<file path="src/rtl/trace_capture_buffer_pkg.sv">
// rtl/trace_capture_buffer_pkg.sv - shared encodings and field widths for the trace capture buffer
package trace_capture_buffer_pkg;

   typedef enum logic [1:0] {
      MODE_WRAP       = 2'd0,
      MODE_STOP_FULL  = 2'd1,
      MODE_STOP_EVENT = 2'd2,
      MODE_RESERVED   = 2'd3
   } trace_mode_e;

   localparam logic [31:0] INST_NOP  = 32'h0000_0013;
   // jal x0,0 spins in place, so the core treats it as a halt
   localparam logic [31:0] INST_HALT = 32'h0000_006F;

   localparam int TRACE_INST_W = 32;

endpackage

</file>
<file path="src/rtl/trace_capture_buffer_ram.sv">
// rtl/trace_capture_buffer_ram.sv - trace entry storage, one write port and one registered read port
module trace_capture_buffer_ram #(
   parameter int DEPTH = 16,
   parameter int WIDTH = 80,
   localparam int AW = $clog2(DEPTH)
) (
   input  logic             clk,
   input  logic             wr_en,
   input  logic [AW-1:0]    wr_addr,
   input  logic [WIDTH-1:0] wr_data,
   input  logic             rd_en,
   input  logic [AW-1:0]    rd_addr,
   output logic [WIDTH-1:0] rd_data
);

   logic [WIDTH-1:0] mem [DEPTH];

   // read returns the pre-write contents when both ports hit one address
   always_ff @(posedge clk) begin
      if (wr_en) begin
         mem[wr_addr] <= wr_data;
      end
      if (rd_en) begin
         rd_data <= mem[rd_addr];
      end
   end

endmodule

</file>
<file path="src/rtl/trace_capture_buffer.sv">
// rtl/trace_capture_buffer.sv - retired-instruction trace recorder with halt, stall and timeout watchdog
module trace_capture_buffer
   import trace_capture_buffer_pkg::*;
#(
   parameter int          XLEN        = 32,
   parameter int          DEPTH       = 16,
   parameter int          CW          = 16,
   parameter int          TIMEOUT     = 100,
   parameter int          STALL_LIMIT = 8,
   parameter logic [31:0] HALT_INST   = INST_HALT
) (
   input  logic                     clk,
   input  logic                     rst,
   input  logic                     en,
   input  logic                     clear,
   input  logic [1:0]               mode,
   input  logic                     trace_valid,
   input  logic [XLEN-1:0]          trace_pc,
   input  logic [31:0]              trace_inst,
   input  logic                     rd_req,
   input  logic [$clog2(DEPTH)-1:0] rd_idx,
   output logic                     rd_valid,
   output logic [XLEN-1:0]          rd_pc,
   output logic [31:0]              rd_inst,
   output logic [CW-1:0]            rd_cycle,
   output logic [$clog2(DEPTH):0]   count,
   output logic                     overflow,
   output logic                     frozen,
   output logic                     halted,
   output logic                     stalled,
   output logic                     timeout
);

   localparam int AW   = $clog2(DEPTH);
   localparam int CNTW = AW + 1;
   localparam int IW   = $clog2(STALL_LIMIT + 1);
   localparam int EW   = CW + XLEN + TRACE_INST_W;

   localparam logic [CNTW-1:0] FULL_COUNT  = CNTW'(DEPTH);
   localparam logic [CNTW-1:0] LAST_COUNT  = CNTW'(DEPTH - 1);
   localparam logic [CW-1:0]   CYCLE_LIMIT = CW'(TIMEOUT);
   localparam logic [IW-1:0]   IDLE_LIMIT  = IW'(STALL_LIMIT);

   trace_mode_e     mode_e;
   logic [AW-1:0]   wr_ptr;
   logic [AW-1:0]   wr_ptr_nxt;
   logic [CW-1:0]   cycle_cnt;
   logic [CW-1:0]   cycle_nxt;
   logic [IW-1:0]   idle_cnt;
   logic [IW-1:0]   idle_nxt;
   logic [CNTW-1:0] count_nxt;
   logic            overflow_nxt;
   logic            frozen_nxt;
   logic            halted_nxt;
   logic            stalled_nxt;
   logic            timeout_nxt;
   logic            full;
   logic            stop_full;
   logic            capture;
   logic            drop;
   logic [AW-1:0]   rd_addr;
   logic            rd_zero;
   logic            rd_zero_nxt;
   logic [EW-1:0]   wr_data;
   logic [EW-1:0]   rd_data;

   assign mode_e    = trace_mode_e'(mode);
   assign full      = (count == FULL_COUNT);
   assign stop_full = (mode_e == MODE_STOP_FULL);
   assign capture   = en && trace_valid && !frozen && !(stop_full && full);
   assign drop      = en && trace_valid && !capture;
   assign wr_data   = {cycle_cnt, trace_pc, trace_inst};

   // index 0 is the oldest live entry; count==DEPTH aliases to offset 0
   assign rd_addr     = wr_ptr - count[AW-1:0] + rd_idx;
   assign rd_zero_nxt = ({1'b0, rd_idx} >= count);

   always_comb begin
      cycle_nxt    = cycle_cnt;
      idle_nxt     = idle_cnt;
      wr_ptr_nxt   = wr_ptr;
      count_nxt    = count;
      overflow_nxt = overflow;
      frozen_nxt   = frozen;
      halted_nxt   = halted;
      stalled_nxt  = stalled;
      timeout_nxt  = timeout;

      if (en && !timeout) begin
         cycle_nxt = cycle_cnt + 1'b1;
      end
      if (cycle_nxt == CYCLE_LIMIT) begin
         timeout_nxt = 1'b1;
      end

      if (en) begin
         if (trace_valid) begin
            idle_nxt = '0;
         end else if (idle_cnt != IDLE_LIMIT) begin
            idle_nxt = idle_cnt + 1'b1;
         end
      end
      if (idle_nxt == IDLE_LIMIT) begin
         stalled_nxt = 1'b1;
      end

      if (capture) begin
         wr_ptr_nxt = wr_ptr + 1'b1;
         if (full) begin
            overflow_nxt = 1'b1;
         end else begin
            count_nxt = count + 1'b1;
         end
         if (stop_full && (count == LAST_COUNT)) begin
            frozen_nxt = 1'b1;
         end
         if (trace_inst == HALT_INST) begin
            halted_nxt = 1'b1;
         end
      end

      // a freeze caused by an event is expected, so its drops are not overflow
      if (drop) begin
         if (mode_e != MODE_STOP_EVENT) begin
            overflow_nxt = 1'b1;
         end
         if (stop_full) begin
            frozen_nxt = 1'b1;
         end
      end

      if ((mode_e == MODE_STOP_EVENT) &&
          ((halted_nxt && !halted) || (stalled_nxt && !stalled) || (timeout_nxt && !timeout))) begin
         frozen_nxt = 1'b1;
      end
   end

   always_ff @(posedge clk or posedge rst) begin
      if (rst) begin
         wr_ptr    <= '0;
         cycle_cnt <= '0;
         idle_cnt  <= '0;
         count     <= '0;
         overflow  <= 1'b0;
         frozen    <= 1'b0;
         halted    <= 1'b0;
         stalled   <= 1'b0;
         timeout   <= 1'b0;
         rd_valid  <= 1'b0;
         rd_zero   <= 1'b0;
      end else if (clear) begin
         wr_ptr    <= '0;
         cycle_cnt <= '0;
         idle_cnt  <= '0;
         count     <= '0;
         overflow  <= 1'b0;
         frozen    <= 1'b0;
         halted    <= 1'b0;
         stalled   <= 1'b0;
         timeout   <= 1'b0;
         rd_valid  <= 1'b0;
         rd_zero   <= 1'b0;
      end else begin
         wr_ptr    <= wr_ptr_nxt;
         cycle_cnt <= cycle_nxt;
         idle_cnt  <= idle_nxt;
         count     <= count_nxt;
         overflow  <= overflow_nxt;
         frozen    <= frozen_nxt;
         halted    <= halted_nxt;
         stalled   <= stalled_nxt;
         timeout   <= timeout_nxt;
         rd_valid  <= rd_req;
         rd_zero   <= rd_zero_nxt;
      end
   end

   trace_capture_buffer_ram #(
      .DEPTH (DEPTH),
      .WIDTH (EW)
   ) u_ram (
      .clk     (clk),
      .wr_en   (capture && !clear),
      .wr_addr (wr_ptr),
      .wr_data (wr_data),
      .rd_en   (rd_req && !clear),
      .rd_addr (rd_addr),
      .rd_data (rd_data)
   );

   // storage is never reset, so the data bus is forced to zero unless a live entry was read
   assign {rd_cycle, rd_pc, rd_inst} = (rd_valid && !rd_zero) ? rd_data : '0;

endmodule

</file>
<file path="config.mk">
export PLATFORM = sky130hd
export DESIGN_NAME = trace_capture_buffer
export DESIGN_NICKNAME = d
export VERILOG_FILES = /design/src/rtl/trace_capture_buffer_pkg.sv /design/src/rtl/trace_capture_buffer_ram.sv /design/src/rtl/trace_capture_buffer.sv
export SDC_FILE = /design/constraint.sdc
export NUM_CORES = 1
export LEC_CHECK = 0
export CORE_MARGIN = 2
export CORE_UTILIZATION = 50
export CTS_BUF_LIST = sky130_fd_sc_hd__clkbuf_2 sky130_fd_sc_hd__clkbuf_4 sky130_fd_sc_hd__clkbuf_8
export CTS_CLUSTER_DIAMETER = 120
export DETAILED_ROUTE_END_ITERATION = 8
export PLACE_DENSITY = 0.67
export SYNTH_ARGS = -nofsm -noshare
export SYNTH_HDL_FRONTEND = slang
export SYNTH_SLANG_ARGS = --single-unit
</file>
<file path="constraint.sdc">
create_clock -name clk -period 11.6 [get_ports clk]
set_input_delay 1.16 -clock clk [delete_from_list [all_inputs] [get_ports clk]]
set_output_delay 1.16 -clock clk [all_outputs]
set_load 0.02 [all_outputs]
</file>
==> impl_metrics.prom, run 1 <==
# TYPE chip_impl_metric gauge
chip_impl_metric{name="power.net_switching",unit="mW"} 2.58
chip_impl_metric{name="maxCapViolCount",unit=""} 0
chip_impl_metric{name="fin_tns_setup",unit="ns"} 0
chip_impl_metric{name="die_area",unit="sq mm"} 0.110
chip_impl_info{name="clock_tree.root_cell",value="sky130_fd_sc_hd__clkbuf_8"} 1
chip_impl_metric{name="final.period_utilization",unit="%"} 43.4
chip_impl_metric{name="cts-buffers-inserted",unit=""} 212
chip_impl_metric{name="cts_hold_buf",unit=""} 0
chip_impl_metric{name="synth.lib_cells_used.distinct",unit=""} 57
chip_impl_metric{name="hold_violations",unit=""} 0
chip_impl_metric{name="placeableCoreArea",unit="sq mm"} 0.107
chip_impl_metric{name="syn_area",unit="sq mm"} 0.0535
chip_impl_metric{name="yosysWarningCount",unit=""} 0
chip_impl_info{name="end_kind",value="flip-flop"} 1
chip_impl_metric{name="cts.sinks",unit=""} 1396
chip_impl_metric{name="clock_period_minus_final_worst_setup_slack",unit="ns"} 5.03
chip_impl_metric{name="synth_to_layout_area_growth",unit="%"} 14.1
chip_impl_info{name="clock_tree_from_tritoncts",value="built"} 1
chip_impl_info{name="classification_of_the_worst_setup_path",value="input port to flip-flop"} 1
chip_impl_metric{name="clockPowerShare",unit="%"} 34.8
chip_impl_metric{name="route.antenna.remaining_nets",unit=""} 0
chip_impl_metric{name="r2r_setup_slack",unit="ns"} 6.82
chip_impl_metric{name="synth_mux_area_share",unit="%"} 17.2
chip_impl_metric{name="postCtsResizedCells",unit=""} 0
chip_impl_metric{name="route.vias.total",unit=""} 24800
chip_impl_metric{name="largest_buffer_count_on_any_clock_path",unit=""} 3
chip_impl_metric{name="synth_seq_cells",unit=""} 1396
chip_impl_metric{name="maxSlewHeadroom",unit="%"} 22.3
chip_impl_metric{name="comb_power_share",unit="%"} 13.7
chip_impl_metric{name="worst_clock_skew",unit="ns"} 0.0359
chip_impl_metric{name="seq_power_share",unit="%"} 51.5
chip_impl_metric{name="place.detailed.instances",unit=""} 3739
chip_impl_metric{name="final_nets",unit=""} 2647
chip_impl_metric{name="detailedPlacementHpwl",unit="um"} 58000
chip_impl_info{name="largest_family_of_logic_cells_by_synthesized_area",value="multiplexers"} 1
chip_impl_metric{name="htreeDepth",unit=""} 4
chip_impl_metric{name="setup_slack",unit="ns"} 6.57
chip_impl_metric{name="synth_simple_gate_area_share",unit="%"} 2.31
chip_impl_metric{name="grt_antenna_before_repair",unit=""} 10
chip_impl_metric{name="final_cells",unit=""} 4122
chip_impl_metric{name="n_fill_cell",unit=""} 7585
chip_impl_metric{name="yosys.area_share.adder",unit="%"} 0.533
chip_impl_metric{name="number_of_port_buffers",unit=""} 166
chip_impl_metric{name="placement.cell_area",unit="sq mm"} 0.0571
chip_impl_metric{name="final_design_area_no_fill",unit="sq mm"} 0.0611
chip_impl_metric{name="drt-wirelength-per-cell",unit="um"} 29.2
chip_impl_metric{name="yosysSeqAreaShare",unit="%"} 78.0
chip_impl_metric{name="floorplan.die.height",unit="um"} 331
chip_impl_metric{name="cts_setup_buffers",unit=""} 0
chip_impl_metric{name="first_iter_violations",unit=""} 2616
chip_impl_metric{name="setup_viol",unit=""} 0
chip_impl_metric{name="grt_pass1_vias",unit=""} 26000
chip_impl_metric{name="worst_setup_hold_path_clk_slew",unit="ns"} 0.06
chip_impl_metric{name="total_iterations_of_the_first_detailed_routing_run",unit=""} 5
chip_impl_metric{name="synthArstFlopShare",unit="%"} 2.58
chip_impl_metric{name="initial_utilization",unit="%"} 50.2
chip_impl_metric{name="insertion_delay",unit="ns"} 0.87
chip_impl_metric{name="timing.fmax",unit="MHz"} 199
chip_impl_metric{name="timing.critical_path.fanout_max",unit=""} 71
chip_impl_metric{name="placement.setup.worst_slack",unit="ns"} 5.68
chip_impl_metric{name="internal-power",unit="mW"} 8.43
chip_impl_metric{name="power.density_cell_area",unit="mW/mm^2"} 180
chip_impl_metric{name="avgSynthCellArea",unit="sq um"} 24.0
chip_impl_metric{name="layout-drive-gt1-share",unit="%"} 27.6
chip_impl_metric{name="required",unit="ns"} 12.20
chip_impl_metric{name="timing_max_transition_violations_final",unit=""} 0
chip_impl_metric{name="wirelength",unit="um"} 120000
chip_impl_metric{name="gp_routability_congestion",unit=""} 0.747
chip_impl_info{name="grt_setup_unrepaired",value="false"} 1
chip_impl_metric{name="synth-compound-area-share",unit="%"} 0.498
chip_impl_metric{name="grt_max_degree",unit=""} 142
chip_impl_metric{name="synthCells",unit=""} 2227
chip_impl_metric{name="synth.net_count",unit=""} 2324
chip_impl_metric{name="grt_usage",unit="%"} 22.1
chip_impl_metric{name="placementRows",unit=""} 120
chip_impl_metric{name="vias_per_cell",unit=""} 6.02
chip_impl_metric{name="die-width",unit="um"} 331
chip_impl_info{name="worst_setup_path_start_kind",value="input port"} 1
chip_impl_metric{name="globalRoute.totalOverflow",unit=""} 0
chip_impl_metric{name="grt_first_pass_wirelength",unit="um"} 175000
chip_impl_metric{name="total_leakage_power",unit="nW"} 19.8
chip_impl_metric{name="synth-edff-count",unit=""} 1360
chip_impl_info{name="final_common_cell",value="sky130_fd_sc_hd__edfxtp_1"} 1
chip_impl_info{name="layout.cells.most_common_list",value="1360 x sky130_fd_sc_hd__edfxtp_1, 352 x sky130_fd_sc_hd__mux4_2, 216 x sky130_fd_sc_hd__clkbuf_8, 166 x sky130_fd_sc_hd__clkdlybuf4s50_1, 80 x sky130_fd_sc_hd__and2_1"} 1
chip_impl_metric{name="max_slew.worst_pin.slew",unit="ns"} 1.16
chip_impl_info{name="timing.hold.worst.class",value="flip-flop to flip-flop"} 1
chip_impl_metric{name="boundaryPins",unit=""} 167
chip_impl_metric{name="drc_errors",unit=""} 0
chip_impl_metric{name="yosys.area_share.xor_xnor",unit="%"} 0.409
chip_impl_metric{name="post-route-util",unit="%"} 57.3
chip_impl_info{name="status",value="finished clean"} 1
chip_impl_info{name="ys_dominant_reg_cell",value="sky130_fd_sc_hd__edfxtp_1"} 1
chip_impl_metric{name="worstPathArrival",unit="ns"} 5.63
chip_impl_metric{name="vdd_ir_drop_max",unit="mV"} 0.112
chip_impl_metric{name="p_sw_share",unit="%"} 23.5
metrics by stage:
stage,hold WS (ns),total power [mW]
floorplan,0.538,6.88
global placement,0.498,7.28
detailed placement,0.498,7.31
CTS,0.517,11.1
global route,0.543,11.4
finish,0.518,11.0
logic make-up after synthesis:
logic type | Yosys count
adders and majority gates | 21
and+or+nand+nor | 216
xor gates and xnor gates | 25
muxes | 404
buffers and inverters | 129
DFF | 1396
AOI/OAI and AO/OA | 36
worst max-delay path, cell delays in order:
cell                              delay, ns
sky130_fd_sc_hd__clkdlybuf4s50_1       0.51
sky130_fd_sc_hd__inv_1                 0.07
sky130_fd_sc_hd__fa_1                  0.52
sky130_fd_sc_hd__fa_4                  1.37
sky130_fd_sc_hd__buf_4                 0.92
sky130_fd_sc_hd__mux4_2                0.43
sky130_fd_sc_hd__mux4_1                0.52
path summary, 6_finish.rpt:
| kind | from | endpoint | cells after the start |
|---|---|---|---|
| min | overflow | overflow | 2 |
| min reg2reg | overflow | overflow | 2 |
| max | rd_idx[1] | u_ram.rd_data[33] | 7 |
| max in group asynchronous | rst | cycle_cnt[12] | 3 |
| min in group asynchronous | rst | stalled | 3 |
| max reg2reg | count[0] | u_ram.rd_data[33] | 8 |
area by class of cell:
class,instances,area [sq um],area share (%)
repair buffers,214,2070,3.39
multi-input cells,702,11400,18.7
diodes,5,12.5,0.0205
clock buffers,288,3510,5.75
clock inverters,90,502,0.821
flip-flops and latches,1396,41700,68.3
well taps,1403,1760,2.87
inverters,24,90.1,0.147
power by group through the flow:
| stage | clock [mW] | combinational (mW) | sequential (mW) |
|---|---|---|---|
| after floorplan | 0 | 1.12 | 5.76 |
| after global placement | 0 | 1.51 | 5.77 |
| after detailed placement | 0 | 1.54 | 5.77 |
| after CTS | 3.91 | 1.54 | 5.67 |
| after global routing | 4.12 | 1.61 | 5.67 |
| final | 3.83 | 1.51 | 5.67 |
state kept, by name (all words and copies together) (netlist names), 4 cells and up:
register	count
u_ram.mem	1280
idle_cnt	4
cycle_cnt	16
u_ram.rd_data	80
count	5
wr_ptr	4
layer usage:
| metal | vias to the layer above | GRT usage (%) | part of all wire [%] | wire length (um) |
|---|---|---|---|---|
| met5 | - | 0 | 0.047 | 57 |
| met4 | 8 | 6.86 | 2.3 | 2730 |
| met3 | 188 | 4.65 | 7.6 | 9160 |
| met2 | 1056 | 35.0 | 49 | 58600 |
| met1 | 13400 | 31.3 | 41 | 49700 |
| li1 | 10200 | - | - | - |
synth_stat cells, drive strengths merged, types with 2 or more instances:
cell	n	share of area [%]
fa	3	0.11
or4b	3	0.056
a21o	4	0.056
and3	5	0.058
nor3	5	0.047
nor4bb	2	0.037
nor2b	8	0.093
and2	80	0.93
nand3	8	0.084
a22oi	2	0.028
a21oi	9	0.084
nand2b	7	0.082
ha	18	0.42
mux2i	4	0.075
clkbuf	67	0.47
edfxtp	1360	76
or4	2	0.028
inv	24	0.17
mux4	400	17
o21ai	6	0.056
nor4	9	0.14
nor2	55	0.39
o2111ai	2	0.033
xor2	11	0.18
xnor2	14	0.23
nand2	15	0.11
dfrtp	36	1.7
nand3b	3	0.049
buf	38	0.41
a211oi	3	0.051
and4	3	0.049
nand4	7	0.082
No activity file was read; power rests on OpenSTA's default activity.
==> run 2: changes to the inputs <==
Clock period 11.6 ns to 4.7 ns, I/O delays scaled along.
==> impl_metrics.prom, run 2 (synthesized netlist as in run 1, its figures left out) <==
# TYPE chip_impl_metric gauge
chip_impl_metric{name="worstPathArrival",unit="ns"} 4.45
chip_impl_metric{name="vdd_ir_drop_max",unit="mV"} 0.262
chip_impl_metric{name="grt_antenna_before_repair",unit=""} 10
chip_impl_metric{name="synth_to_layout_area_growth",unit="%"} 15.8
chip_impl_metric{name="gp_routability_congestion",unit=""} 0.762
chip_impl_metric{name="hold_violations",unit=""} 0
chip_impl_metric{name="largest_buffer_count_on_any_clock_path",unit=""} 3
chip_impl_metric{name="grt_usage",unit="%"} 22.1
chip_impl_info{name="layout.cells.most_common_list",value="1360 x sky130_fd_sc_hd__edfxtp_1, 352 x sky130_fd_sc_hd__mux4_2, 228 x sky130_fd_sc_hd__clkbuf_8, 166 x sky130_fd_sc_hd__clkdlybuf4s50_1, 80 x sky130_fd_sc_hd__and2_1"} 1
chip_impl_metric{name="final_nets",unit=""} 2679
chip_impl_metric{name="grt_pass1_vias",unit=""} 26000
chip_impl_metric{name="grt_max_degree",unit=""} 82
chip_impl_info{name="classification_of_the_worst_setup_path",value="flip-flop to flip-flop"} 1
chip_impl_info{name="grt_setup_unrepaired",value="false"} 1
chip_impl_info{name="critical_path_cell_by_cell",value="inv_1, ha_1, inv_1, ha_4, inv_1, fa_4, buf_12, buf_12, mux4_2, mux4_2"} 1
chip_impl_metric{name="total_iterations_of_the_first_detailed_routing_run",unit=""} 7
chip_impl_info{name="end_kind",value="flip-flop"} 1
chip_impl_metric{name="largest_reg_flops",unit=""} 1280
chip_impl_metric{name="max_slew.worst_pin.slew",unit="ns"} 0.946
chip_impl_metric{name="vias_per_cell",unit=""} 5.95
chip_impl_metric{name="setup_slack",unit="ns"} 0.836
chip_impl_metric{name="internal-power",unit="mW"} 21.3
chip_impl_metric{name="hold-worst-slack",unit="ns"} 0.306
chip_impl_metric{name="cts_setup_buffers",unit=""} 0
chip_impl_info{name="crit_path_frequent_cell",value="sky130_fd_sc_hd__inv_1"} 1
chip_impl_metric{name="maxSlewHeadroom",unit="%"} 37.0
chip_impl_metric{name="grt_first_pass_wirelength",unit="um"} 175000
chip_impl_info{name="status",value="finished clean"} 1
chip_impl_info{name="worst_setup_path_start_kind",value="flip-flop"} 1
chip_impl_metric{name="die-width",unit="um"} 331
chip_impl_info{name="clock_tree.root_cell",value="sky130_fd_sc_hd__clkbuf_8"} 1
chip_impl_metric{name="postCtsResizedCells",unit=""} 0
chip_impl_metric{name="cts_hold_buf",unit=""} 1
chip_impl_metric{name="drt-wirelength-per-cell",unit="um"} 28.9
chip_impl_metric{name="slowest_delay",unit="ns"} 0.99
chip_impl_info{name="reg_top3",value="u_ram.mem (1280), u_ram.rd_data (80), cycle_cnt (16)"} 1
chip_impl_info{name="max_flop_register",value="u_ram.mem"} 1
chip_impl_metric{name="worst_setup_hold_path_clk_slew",unit="ns"} 0.06
chip_impl_metric{name="clockPowerShare",unit="%"} 35.3
chip_impl_metric{name="initial_utilization",unit="%"} 50.2
chip_impl_metric{name="route.antenna.remaining_nets",unit=""} 0
chip_impl_metric{name="placement.setup.worst_slack",unit="ns"} 0.436
chip_impl_info{name="clock_tree_from_tritoncts",value="built"} 1
chip_impl_info{name="crit_path_top_delay_cell",value="sky130_fd_sc_hd__fa_4"} 1
chip_impl_metric{name="first_iter_violations",unit=""} 2398
chip_impl_metric{name="drc_errors",unit=""} 0
chip_impl_metric{name="post-route-util",unit="%"} 58.2
chip_impl_metric{name="placeableCoreArea",unit="sq mm"} 0.107
chip_impl_metric{name="final.period_utilization",unit="%"} 82.2
chip_impl_metric{name="timing_max_transition_violations_final",unit=""} 0
chip_impl_metric{name="number_of_port_buffers",unit=""} 166
chip_impl_metric{name="die_area",unit="sq mm"} 0.110
chip_impl_metric{name="required",unit="ns"} 5.28
chip_impl_info{name="final_common_cell",value="sky130_fd_sc_hd__edfxtp_1"} 1
chip_impl_metric{name="timing.fmax",unit="MHz"} 259
chip_impl_metric{name="cts.sinks",unit=""} 1396
chip_impl_metric{name="placementRows",unit=""} 120
chip_impl_metric{name="power.net_switching",unit="mW"} 6.49
chip_impl_metric{name="cts-buffers-inserted",unit=""} 214
chip_impl_metric{name="floorplan.die.height",unit="um"} 331
chip_impl_metric{name="total_leakage_power",unit="nW"} 20.2
chip_impl_metric{name="power.density_cell_area",unit="mW/mm^2"} 448
chip_impl_metric{name="timing.critical_path.fanout_max",unit=""} 32
chip_impl_metric{name="p_sw_share",unit="%"} 23.4
chip_impl_info{name="timing.hold.worst.class",value="input port to flip-flop"} 1
chip_impl_metric{name="worst_clock_skew",unit="ns"} 0.0506
chip_impl_metric{name="seq_power_share",unit="%"} 50.4
chip_impl_metric{name="maxCapViolCount",unit=""} 0
chip_impl_metric{name="insertion_delay",unit="ns"} 0.89
chip_impl_metric{name="setup_viol",unit=""} 0
chip_impl_metric{name="comb_power_share",unit="%"} 14.3
chip_impl_metric{name="detailedPlacementHpwl",unit="um"} 59500
chip_impl_metric{name="n_fill_cell",unit=""} 7564
chip_impl_metric{name="globalRoute.totalOverflow",unit=""} 0
chip_impl_metric{name="htreeDepth",unit=""} 4
chip_impl_metric{name="clock_period_minus_final_worst_setup_slack",unit="ns"} 3.86
chip_impl_metric{name="boundaryPins",unit=""} 167
chip_impl_metric{name="route.vias.total",unit=""} 24800
chip_impl_metric{name="layout-drive-gt1-share",unit="%"} 28.9
chip_impl_metric{name="wirelength",unit="um"} 120000
run 2: cell count changes in the layout (fill, tap and decap cells not counted), moves of 3 or more:
| cell | previous run | this run |
|---|---|---|
| sky130_fd_sc_hd__clkinv_8 | 3 | 6 |
| sky130_fd_sc_hd__clkbuf_8 | 216 | 228 |
| sky130_fd_sc_hd__clkinv_2 | 13 | 17 |
| sky130_fd_sc_hd__clkinv_1 | 62 | 55 |
| sky130_fd_sc_hd__buf_12 | 4 | 40 |
| sky130_fd_sc_hd__buf_4 | 44 | 37 |
run 2: final timing paths:
check                           from                end  slack, ns  cells after the start
min                          mode[1]             frozen       0.31                      3
min in group asynchronous        rst             frozen       0.57                      4
max                        wr_ptr[0]  u_ram.rd_data[57]       0.84                     10
max in group asynchronous        rst      cycle_cnt[15]       3.76                      4
max reg2reg                wr_ptr[0]  u_ram.rd_data[57]       0.84                     10
min reg2reg                 overflow           overflow       0.53                      2
run 2: metrics by stage:
step                      cells  total power, mW  setup TNS (ns)  instance area, sq um
final                      4162             27.8               0                 62000
after global placement     3768             18.2               0                 57700
after detailed placement   3768             18.3               0                 57700
after CTS                  4158             28.1               0                 62000
after global routing       4161             28.8               0                 62000
after floorplan            2227             17.0        -1047.26                 53500
run 2: layout make-up:
type | instances | area [sq um] | share of cell area, %
clock inverters | 90 | 571 | 0.920
multi-input cells | 702 | 11400 | 18.4
well taps | 1403 | 1760 | 2.83
clock buffers | 299 | 3670 | 5.92
repair buffers | 244 | 2750 | 4.44
flip-flops and latches | 1396 | 41700 | 67.3
inverters | 24 | 90.1 | 0.145
diodes | 4 | 10.0 | 0.0161
run 2: routing by layer:
layer  vias up  GRT usage (%)  routed length (um)
met2       995           35.7               60000
met1     13300           31.0               49400
met3       175           4.71                8600
met4        10           6.08                2160
met5         -              0                  58
li1      10300              -                   -
run 2: power groups by stage:
stage                     registers (mW)  logic, mW  clock network, mW
after floorplan                     14.2       2.77                  0
after CTS                           14.0       4.04               10.0
after detailed placement            14.2       4.03                  0
after global routing                14.0       4.23               10.5
final                               14.0       3.97               9.80
after global placement              14.2       3.94                  0
run 2: critical path, delay by kind of cell (launching register included):
family | cells | cell delay (ns)
adder cells (fa/ha/maj) | 3 | 1.39
multiplexers | 2 | 0.81
flip-flops | 1 | 0.44
buffers and inverters | 5 | 0.89
